## config.mk

```make
export PLATFORM = sky130hd
export DESIGN_NAME = aclk_timecount
export DESIGN_NICKNAME = d
export VERILOG_FILES = /design/src/rtl/aclk_pkg.sv /design/src/rtl/aclk_bcd_digit.sv /design/src/rtl/aclk_timecount.sv
export SDC_FILE = /design/constraint.sdc
export NUM_CORES = 1
export LEC_CHECK = 0
export ABC_AREA = 1
export BUFFER_PORTS_ARGS = -buffer_cell sky130_fd_sc_hd__buf_2
export CAP_MARGIN = 15
export CORE_MARGIN = 3
export CORE_UTILIZATION = 50
export DETAILED_ROUTE_END_ITERATION = 7
export PLACE_DENSITY = 0.8
export SLEW_MARGIN = 20
export SYNTH_ARGS = -nofsm -noshare
export SYNTH_HDL_FRONTEND = slang
export SYNTH_SLANG_ARGS = --single-unit
```

## constraint.sdc

```tcl
create_clock -name clk -period 1.95 [get_ports clk]
set_clock_uncertainty 0.15 [all_clocks]
set_input_delay 0.39 -clock clk [delete_from_list [all_inputs] [get_ports clk]]
set_output_delay 0.39 -clock clk [all_outputs]
set_load 0.005 [all_outputs]
```

## src/rtl/aclk_pkg.sv

```systemverilog
// Shared types, digit limits and load validity rule for the alarm-clock time counter.
package aclk_pkg;

    localparam int unsigned DIGIT_W   = 4;
    localparam int unsigned CLR_CNT_W = 2;

    typedef logic [DIGIT_W-1:0] bcd_t;

    localparam bcd_t MAX_HR_MS      = 4'd2;
    localparam bcd_t MAX_HR_LS_AT_2 = 4'd3;
    localparam bcd_t MAX_MIN_MS     = 4'd5;
    localparam bcd_t MAX_DIGIT      = 4'd9;

    typedef enum logic {
        CLR_IDLE,
        CLR_ACTIVE
    } clr_state_e;

    function automatic logic time_valid(
        input bcd_t ms_hr,
        input bcd_t ls_hr,
        input bcd_t ms_min,
        input bcd_t ls_min
    );
        logic hr_ok;
        if (ms_hr < MAX_HR_MS) begin
            hr_ok = (ls_hr <= MAX_DIGIT);
        end else begin
            hr_ok = (ms_hr == MAX_HR_MS) && (ls_hr <= MAX_HR_LS_AT_2);
        end
        return hr_ok && (ms_min <= MAX_MIN_MS) && (ls_min <= MAX_DIGIT);
    endfunction

endpackage

```

## src/rtl/aclk_bcd_digit.sv

```systemverilog
// Single BCD digit counter: synchronous load, increment with wrap at a run-time limit, carry-out.
module aclk_bcd_digit
    import aclk_pkg::*;
(
    input  logic               clk,
    input  logic               reset,
    input  logic               inc_en,
    input  logic               load_en,
    input  logic [DIGIT_W-1:0] load_val,
    input  logic [DIGIT_W-1:0] limit,
    output logic [DIGIT_W-1:0] value,
    output logic               carry
);

    bcd_t value_d;
    bcd_t value_q;

    // Wrap on >= so a digit loaded above its limit (unchecked load) still returns to 0.
    always_comb begin
        value_d = value_q;
        carry   = 1'b0;
        if (load_en) begin
            value_d = load_val;
        end else if (inc_en) begin
            if (value_q >= limit) begin
                value_d = '0;
                carry   = 1'b1;
            end else begin
                value_d = value_q + bcd_t'(1);
            end
        end
    end

    always_ff @(posedge clk) begin
        if (!reset) begin
            value_q <= '0;
        end else begin
            value_q <= value_d;
        end
    end

    assign value = value_q;

endmodule

```

## src/rtl/aclk_timecount.sv

```systemverilog
// Time-of-day HH:MM BCD counter driven by one_minute ticks, with user load and tick-generator restart pulse.
module aclk_timecount
    import aclk_pkg::*;
#(
    parameter bit          LOAD_CHECK   = 1'b1,
    parameter int unsigned TICK_CLR_LEN = 1
) (
    input  logic       clk,
    input  logic       reset,
    input  logic       one_minute,
    input  logic       load_new_c,
    input  logic [3:0] new_current_time_ms_hr,
    input  logic [3:0] new_current_time_ls_hr,
    input  logic [3:0] new_current_time_ms_min,
    input  logic [3:0] new_current_time_ls_min,
    output logic [3:0] current_time_ms_hr,
    output logic [3:0] current_time_ls_hr,
    output logic [3:0] current_time_ms_min,
    output logic [3:0] current_time_ls_min,
    output logic       reset_count,
    output logic       day_rollover,
    output logic       load_err
);

    localparam logic [CLR_CNT_W-1:0] CLR_LAST = CLR_CNT_W'(TICK_CLR_LEN - 1);

    logic load_ok;
    logic load_acc;
    logic load_rej;
    logic tick_en;

    logic carry_ls_min;
    logic carry_ms_min;
    logic carry_ls_hr;
    logic carry_ms_hr;
    bcd_t hr_ls_limit;

    clr_state_e              state_d, state_q;
    logic [CLR_CNT_W-1:0]    cnt_d, cnt_q;
    logic                    reset_count_d, reset_count_q;
    logic                    day_rollover_d, day_rollover_q;
    logic                    load_err_d, load_err_q;

    assign load_ok  = !LOAD_CHECK || time_valid(new_current_time_ms_hr, new_current_time_ls_hr,
                                                new_current_time_ms_min, new_current_time_ls_min);
    assign load_acc = load_new_c && load_ok;
    assign load_rej = load_new_c && !load_ok;
    // Any load request, valid or not, swallows a coincident tick.
    assign tick_en  = one_minute && !load_new_c;

    assign hr_ls_limit = (current_time_ms_hr == MAX_HR_MS) ? MAX_HR_LS_AT_2 : MAX_DIGIT;

    aclk_bcd_digit u_ls_min (
        .clk      (clk),
        .reset    (reset),
        .inc_en   (tick_en),
        .load_en  (load_acc),
        .load_val (new_current_time_ls_min),
        .limit    (MAX_DIGIT),
        .value    (current_time_ls_min),
        .carry    (carry_ls_min)
    );

    aclk_bcd_digit u_ms_min (
        .clk      (clk),
        .reset    (reset),
        .inc_en   (carry_ls_min),
        .load_en  (load_acc),
        .load_val (new_current_time_ms_min),
        .limit    (MAX_MIN_MS),
        .value    (current_time_ms_min),
        .carry    (carry_ms_min)
    );

    aclk_bcd_digit u_ls_hr (
        .clk      (clk),
        .reset    (reset),
        .inc_en   (carry_ms_min),
        .load_en  (load_acc),
        .load_val (new_current_time_ls_hr),
        .limit    (hr_ls_limit),
        .value    (current_time_ls_hr),
        .carry    (carry_ls_hr)
    );

    aclk_bcd_digit u_ms_hr (
        .clk      (clk),
        .reset    (reset),
        .inc_en   (carry_ls_hr),
        .load_en  (load_acc),
        .load_val (new_current_time_ms_hr),
        .limit    (MAX_HR_MS),
        .value    (current_time_ms_hr),
        .carry    (carry_ms_hr)
    );

    // Stretcher: an accepted load re-arms the full pulse; CLR counts the remaining cycles down to 0.
    always_comb begin
        state_d        = state_q;
        cnt_d          = cnt_q;
        reset_count_d  = 1'b0;
        day_rollover_d = carry_ms_hr;
        load_err_d     = load_rej;
        if (load_acc) begin
            state_d       = CLR_ACTIVE;
            cnt_d         = CLR_LAST;
            reset_count_d = 1'b1;
        end else begin
            case (state_q)
                CLR_ACTIVE: begin
                    if (cnt_q == '0) begin
                        state_d = CLR_IDLE;
                    end else begin
                        cnt_d         = cnt_q - 1'b1;
                        reset_count_d = 1'b1;
                    end
                end
                default: begin
                    state_d = CLR_IDLE;
                end
            endcase
        end
    end

    always_ff @(posedge clk) begin
        if (!reset) begin
            state_q        <= CLR_IDLE;
            cnt_q          <= '0;
            reset_count_q  <= 1'b0;
            day_rollover_q <= 1'b0;
            load_err_q     <= 1'b0;
        end else begin
            state_q        <= state_d;
            cnt_q          <= cnt_d;
            reset_count_q  <= reset_count_d;
            day_rollover_q <= day_rollover_d;
            load_err_q     <= load_err_d;
        end
    end

    assign reset_count  = reset_count_q;
    assign day_rollover = day_rollover_q;
    assign load_err     = load_err_q;

endmodule

```

==> metrics.md, run 1 <==
| Metric | Value |
|---|---|
| Total power | 776 µW |
| Met3 routed WL | 197 µm |
| 1st-iter DRT viols | 46 |
| First-pass GRT wire length | 5580 µm |
| Congestion Overflow GR | 0 |
| Least-Margin Pin Slew | 291 ps |
| CTS tree | yes |
| Clock sinks | 21 |
| Flop-to-flop setup slack | 60 ps |
| CTS Hold Buffers Added | 0 |
| Vias in the first global route | 1290 |
| Max Cap Violations | 0 |
| Clock power share | 28.4% |
| CTS clk-pin slew, worst paths | 130 ps |
| Area growth from synthesis to layout | 22.3% |
| Fin. Hold Viols | 0 |
| RSZ-0062 raised after global routing | yes |
| Row cnt | 18 |
| Worst Path Max Fanout | 5 |
| Initial antenna violation count | 0 |
| I/O pins | 39 |
| Rel. slew slack | 80.6% |
| Post-layout nets | 296 |
| Die area | 3540 µm² |
| DR WL/cell | 11.7 µm |
| Top-area cell type share of the netlist area | 29.3% |
| Comb power frac | 14.7% |
| Starting density of the core | 55.3% |
| Yosys warns | 0 |
| Fmax | 528 MHz |
| Setup CP Type | reg2reg |
| Synth Area per Inst | 6.48 µm² |
| Fin crit period | 1890 ps |
| Critical Path AT | 1950 ps |
| Post-Place Cells | 288 |
| Number of routed nets with antenna violations | 0 |
| WHS | 225 ps |
| Startpoint Class | register |
| Sw power | 219 µW |
| Gr usage total | 20.5% |
| Non-Filler Instances | 293 |
| Synth area leader | dfxtp_1 |
| Clock latency on the worst-skew pair | 310 ps |
| Number of buffers on the longest clock path | 2 |
| Synth Flop Type | dfxtp_1 |
| Drc violations | 0 |
| Ys async rst share | 0% |
| DR vias | 1456 |
| Main area contributors after synthesis | dfxtp_1 (29%), nand2_1 (12%), nor2_1 (11%) |
| Routed met1 length | 1660 µm |
| P_leak | 0.000974 µW |
| CP Capture Type | register |
| Post-synth EDFFs | 0 |
| Routed wl met2 | 1550 µm |
| Largest net degree at the start of global routing | 19 |
| PwrDens | 443 nW/µm² |
| N_diodes | 0 |
| Vias/cell | 4.97 |
| Cell internal pwr | 557 µW |
| Top post-synthesis cells by count | nand2_1 (44), nor2_1 (42), inv_1 (30) |
| Chip height | 59.5 µm |
| Final Cycle Share | 97.1% |
| GPL Wtd Cong | 0.883 |
| Switching share of power | 28.3% |
| Status | completed |
| Mapped cell area | 1430 µm² |
| Netlist cell types | 23 |
| Layout cells sized above 1 | 28.5% |
| Pre-CTS setup slack | 20.0 ps |
| Most numerous cell in the Yosys netlist | nand2_1 |
| Min-delay worst type | in2reg |
| Die Wd | 59.5 µm |
| Setup violators final | 0 |
| Synthesis-stage register bit count | 21 |
| Root Driver | clkbuf_4 |
| Routed WL | 3430 µm |
| Max VDD drop | 0.000461 V |
| Post-route worst setup slack | 55.6 ps |
| Sequential Power Share | 56.9% |
| Inserted Clock Buffers | 3 |
| Number of buffers added on ports | 38 |
| Final slew viol count | 0 |
| H-tree depth | 1 |
| Register area share after synthesis | 29.3% |
| Syn Nets | 253 |
| Dpl hpwl | 2590 µm |
| Filler instances | 238 |
| Cells after Synth | 221 |
| Total iterations of the first detailed-routing run | 4 |
| WP data required | 2010 ps |
| Placeable Area | 2590 µm² |
| Highest Signal Layer | met4 |
-- power by group through the flow --
stage	logic, µW	registers (µW)	clock network, µW
floorplan	60.9	452	0
global placement	110	451	0
detailed placement	113	451	0
CTS	113	441	229
global route	129	443	244
finish	114	442	220
-- metrics by stage --
stage	TNS, ps	util [%]	area [µm²]
after floorplan	0	-	1430
after global placement	0	64.4	1670
after detailed placement	0	64.4	1670
after CTS	0	65.5	1700
after global routing	-305	67.6	1750
final	0	67.6	1750
-- layout by cell type (no fill, tap or decap), drive strengths merged --
cell / Yosys / final
nand2: 49 / 49
nor2: 44 / 44
buf: 4 / 44
inv: 35 / 35
dfxtp: 21 / 21
nand3: 18 / 18
nand4: 13 / 13
ha: 12 / 12
o21ai: 8 / 8
a21oi: 7 / 7
xor2: 5 / 5
clkbuf: 2 / 3
a211oi: 1 / 1
o211ai: 1 / 1
or2: 1 / 1
clkinv: 0 / 1
-- final timing paths --
check | startpoint | end | depth (start not counted)
setup / recovery | u_ms_hr.value[1] | u_ms_hr.value[2] | 12
hold / removal | new_current_time_ms_min[2] | u_ms_min.value[2] | 3
setup reg to reg | u_ms_hr.value[1] | u_ms_hr.value[2] | 12
hold reg to reg | cnt_q[1] | cnt_q[1] | 2
-- flip-flops by register name, summed over array words and instances, names as in the netlist --
| name | cells |
|---|---|
| load_err | 1 |
| u_ms_hr.value | 4 |
| u_ls_hr.value | 4 |
| u_ls_min.value | 4 |
| cnt_q | 2 |
| reset_count | 1 |
| u_ms_min.value | 4 |
| day_rollover | 1 |
-- final cells by class --
| class | count | area, µm² | area share, % |
|---|---|---|---|
| clock buffer | 3 | 22.5 | 1.29 |
| clock inverter | 1 | 5.00 | 0.286 |
| inverter | 35 | 134 | 7.64 |
| multi-input combinational | 159 | 893 | 51.0 |
| sequential | 21 | 424 | 24.2 |
| tap | 30 | 37.5 | 2.14 |
| timing repair buffer | 44 | 235 | 13.4 |
-- timing repair --
item	CTS	global route
setup buffers	0	1
resized for setup	1	17
endpoints found under the setup margin	1	8
pin swaps	0	9
-- critical path, stage by stage (launching register included) --
cell	delay (ps)
dfxtp_2	390
ha_4	140
inv_2	40
nor2_2	100
inv_1	50
ha_1	270
nand2_1	50
nand2_1	60
nand2_1	60
nand2_2	120
nand2_4	90
o21ai_0	180
nor2_1	80
-- routing by layer --
metal,vias up,track usage [%]
met5,-,0
met4,0,4.11
met3,2,5.01
met2,35,33.7
met1,635,27.4
li1,784,-
-- cell families (layout without fill, tap and decap cells) --
logic type / after synthesis / in the layout / synth area share (%)
buf+inv: 41 / 83 / 11.3
flops: 21 / 21 / 29.3
simple gates: 125 / 125 / 39.6
xor+xnor: 5 / 5 / 3.06
fa+ha+maj: 12 / 12 / 10.5
compound gates: 17 / 17 / 6.29
Note: power is estimated with default switching activity, not from simulation.
==> inputs of run 2 (changes only) <==
ABC_AREA = unset   (was 1)
PLACE_DENSITY = 0.81   (was 0.8)
==> run 2 against run 1 <==
The flow now finishes with violations (setup timing). Clock power is 4% higher. Wire length is 2.5% lower. Critical path depth is 3 lower. Sequential power hardly changed. Synthesized cell count is 34% lower. Die area is 11% lower. Critical path type unchanged. Highest routed layer unchanged.
==> metrics.md, run 2 <==
| Metric | Value |
|---|---|
| Cells after Synth | 145 (was 221) |
| Number of buffers on the longest clock path | 2 (unchanged) |
| Placeable Area | 2300 µm² (was 2590 µm²) |
| Chip height | 56.0 µm (was 59.5 µm) |
| RSZ-0062 raised after global routing | yes (unchanged) |
| Area growth from synthesis to layout | 38.0% (was 22.3%) |
| CTS tree | yes (unchanged) |
| Fin. Hold Viols | 0 (unchanged) |
| Status | complete, but fails checks (was completed) |
| Synth area leader | dfxtp_1 (unchanged) |
| Top post-synthesis cells by count | dfxtp_1 (21), nor2_1 (13), ha_1 (12), nand2_1 (12), inv_1 (11) (was nand2_1 (44), nor2_1 (42), inv_1 (30)) |
| Final slew viol count | 0 (unchanged) |
| Synth Flop Type | dfxtp_1 (unchanged) |
| Top-area cell type share of the netlist area | 33.6% (was 29.3%) |
| Post-layout nets | 237 (was 296) |
| Synthesis-stage register bit count | 21 (unchanged) |
| Post-Place Cells | 225 (was 288) |
| Gr usage total | 22.0% (was 20.5%) |
| Congestion Overflow GR | 0 (unchanged) |
| Routed WL | 3340 µm (was 3430 µm) |
| P_leak | 0.000848 µW (was 0.000974 µW) |
| Syn Nets | 177 (was 253) |
| Register area share after synthesis | 33.6% (was 29.3%) |
| Yosys warns | 0 (unchanged) |
| DR vias | 1312 (was 1456) |
| GPL Wtd Cong | 0.861 (was 0.883) |
| Setup TNS | -103 ps (was 0 ps) |
| Post-route worst setup slack | -61.2 ps (was 55.6 ps) |
| Fmax | 497 MHz (was 528 MHz) |
| Clock latency on the worst-skew pair | 320 ps (was 310 ps) |
| Fin crit period | 2010 ps (was 1890 ps) |
| Drc violations | 0 (unchanged) |
| Total iterations of the first detailed-routing run | 4 (unchanged) |
| Post-synth EDFFs | 0 (unchanged) |
| Initial antenna violation count | 0 (unchanged) |
| WP data required | 2050 ps (was 2010 ps) |
| Starting density of the core | 54.5% (was 55.3%) |
| Startpoint Class | register (unchanged) |
| Clock sinks | 21 (unchanged) |
| Number of buffers added on ports | 38 (unchanged) |
| Dpl hpwl | 2620 µm (was 2590 µm) |
| Inserted Clock Buffers | 3 (unchanged) |
| Most numerous cell in the Yosys netlist | dfxtp_1 (was nand2_1) |
| 1st-iter DRT viols | 24 (was 46) |
| Ys async rst share | 0% (unchanged) |
| Row cnt | 17 (was 18) |
| Vias/cell | 5.66 (was 4.97) |
| Max VDD drop | 0.000435 V (was 0.000461 V) |
| DR WL/cell | 14.4 µm (was 11.7 µm) |
| First-pass GRT wire length | 5540 µm (was 5580 µm) |
| CTS clk-pin slew, worst paths | 130 ps (about the same) |
| Final Cycle Share | 103% (was 97.1%) |
| Number of routed nets with antenna violations | 0 (unchanged) |
| I/O pins | 39 (unchanged) |
| Layout cells sized above 1 | 42.2% (was 28.5%) |
| Most common cell after layout, fill and taps aside | buf_2 (was nand2_1) |
| Die Wd | 56.0 µm (was 59.5 µm) |
| Main area contributors after synthesis | dfxtp_1 (34%), ha_1 (12%), a21oi_1 (4.0%) (was dfxtp_1 (29%), nand2_1 (12%), nor2_1 (11%)) |
| Netlist cell types | 38 (was 23) |
| Max Cap Violations | 0 (unchanged) |
| H-tree depth | 1 (unchanged) |
| Commonest non-fill, non-tap cells in the layout | buf_2 (38), buf_4 (19), dfxtp_1 (16) (was nand2_1 (42), nor2_1 (38), buf_2 (38)) |
| CP Capture Type | register (unchanged) |
| Synth Area per Inst | 8.63 µm² (was 6.48 µm²) |
| PwrDens | 446 nW/µm² (was 443 nW/µm²) |
| Critical Path AT | 2110 ps (was 1950 ps) |
| Setup CP Type | reg2reg (unchanged) |
| Failing checks | setup timing |
| Least-Margin Pin Slew | 354 ps (was 291 ps) |
| Die area | 3140 µm² (was 3540 µm²) |
| Vias in the first global route | 1298 (was 1290) |
| Largest net degree at the start of global routing | 17 (was 19) |
| N_diodes | 0 (unchanged) |
| Worst Path Max Fanout | 5 (unchanged) |
| Root Driver | clkbuf_4 (unchanged) |
| Min-delay worst type | in2reg (unchanged) |
| Non-Filler Instances | 232 (was 293) |
| Setup violators final | 4 (was 0) |
| Mapped cell area | 1250 µm² (was 1430 µm²) |
| Rel. slew slack | 76.3% (was 80.6%) |
## run 2: cell count changes in the layout (fill, tap and decap cells not counted), moves of 5 or more
cell     before  now
nand2_1      42   11
nor2_1       38   12
inv_1        27    9
buf_4         6   19
nand3_1      17    6
nand4_1      13    6
and3_1        0    5
inv_2         7    2
## run 2: area by class of cell
cell class	count	area (µm²)
timing repair buffer	58	344
fill	179	571
inverter	11	41.3
multi-input combinational	110	850
clock buffer	3	22.5
tap	28	35.0
clock inverter	1	7.51
sequential	21	427
## run 2: cell families after synthesis
logic type                 after synthesis  share of synthesized area (%)
buffers and inverters                   14                           4.40
and+or+nand+nor                         57                           26.0
xor gates and xnor gates                 3                           2.10
DFF                                     21                           33.6
adders and majority gates               12                           12.0
muxes                                    4                           3.20
AOI/OAI and AO/OA                       34                           18.7
## run 2: timing repair
action,4_1_cts,5_1_grt
setup buffers,1,2
resized for setup,6,8
endpoints found under the setup margin,9,15
cloned,0,0
pin swaps,5,9
hold buffers,0,0
## run 2: metrics by stage
stage,instance area [µm²],total power (µW),setup slack [ps],util [%],hold WS [ps]
finish,1730,770,-61.2,75.2,155
CTS,1680,766,-89.5,73.0,159
detailed placement,1610,546,-126,70.2,336
floorplan,1270,494,-6.38,-,321
global route,1730,806,-144,75.2,143
global placement,1610,542,-74.1,70.2,322
## run 2: path summary, 6_finish.rpt
check | from | endpoint | slack [ps] | depth (start not counted)
worst min register to register | cnt_q[1] | cnt_q[1] | 360 | 2
worst max-delay path | u_ms_hr.value[0] | u_ls_hr.value[2] | -60 | 9
worst max register to register | u_ms_hr.value[0] | u_ls_hr.value[2] | -60 | 9
worst min-delay path | new_current_time_ms_min[0] | u_ms_min.value[0] | 150 | 2
## run 2: critical path, cell delays in order (launching register included)
cell and delay, ps:
dfxtp_2 350, inv_2 40, ha_4 150, nand2_4 60, ha_4 190, a211o_1 260
a21oi_2 210, and4bb_2 320, nand2_1 60, o211ai_1 150
## run 2: routing by layer
| layer | GRT usage, % | wire length, µm | up-vias |
|---|---|---|---|
| li1 | - | - | 641 |
| met1 | 23.8 | 1290 | 614 |
| met5 | 0 | 0 | - |
| met3 | 5.10 | 179 | 13 |
| met4 | 9.83 | 110 | 0 |
| met2 | 40.1 | 1770 | 44 |
## run 2: power breakdown
group	switching, µW	total [µW]	internal, µW
Sequential	5.10	441	435
Combinational	53.3	101	47.8
Clock	149	228	78.5
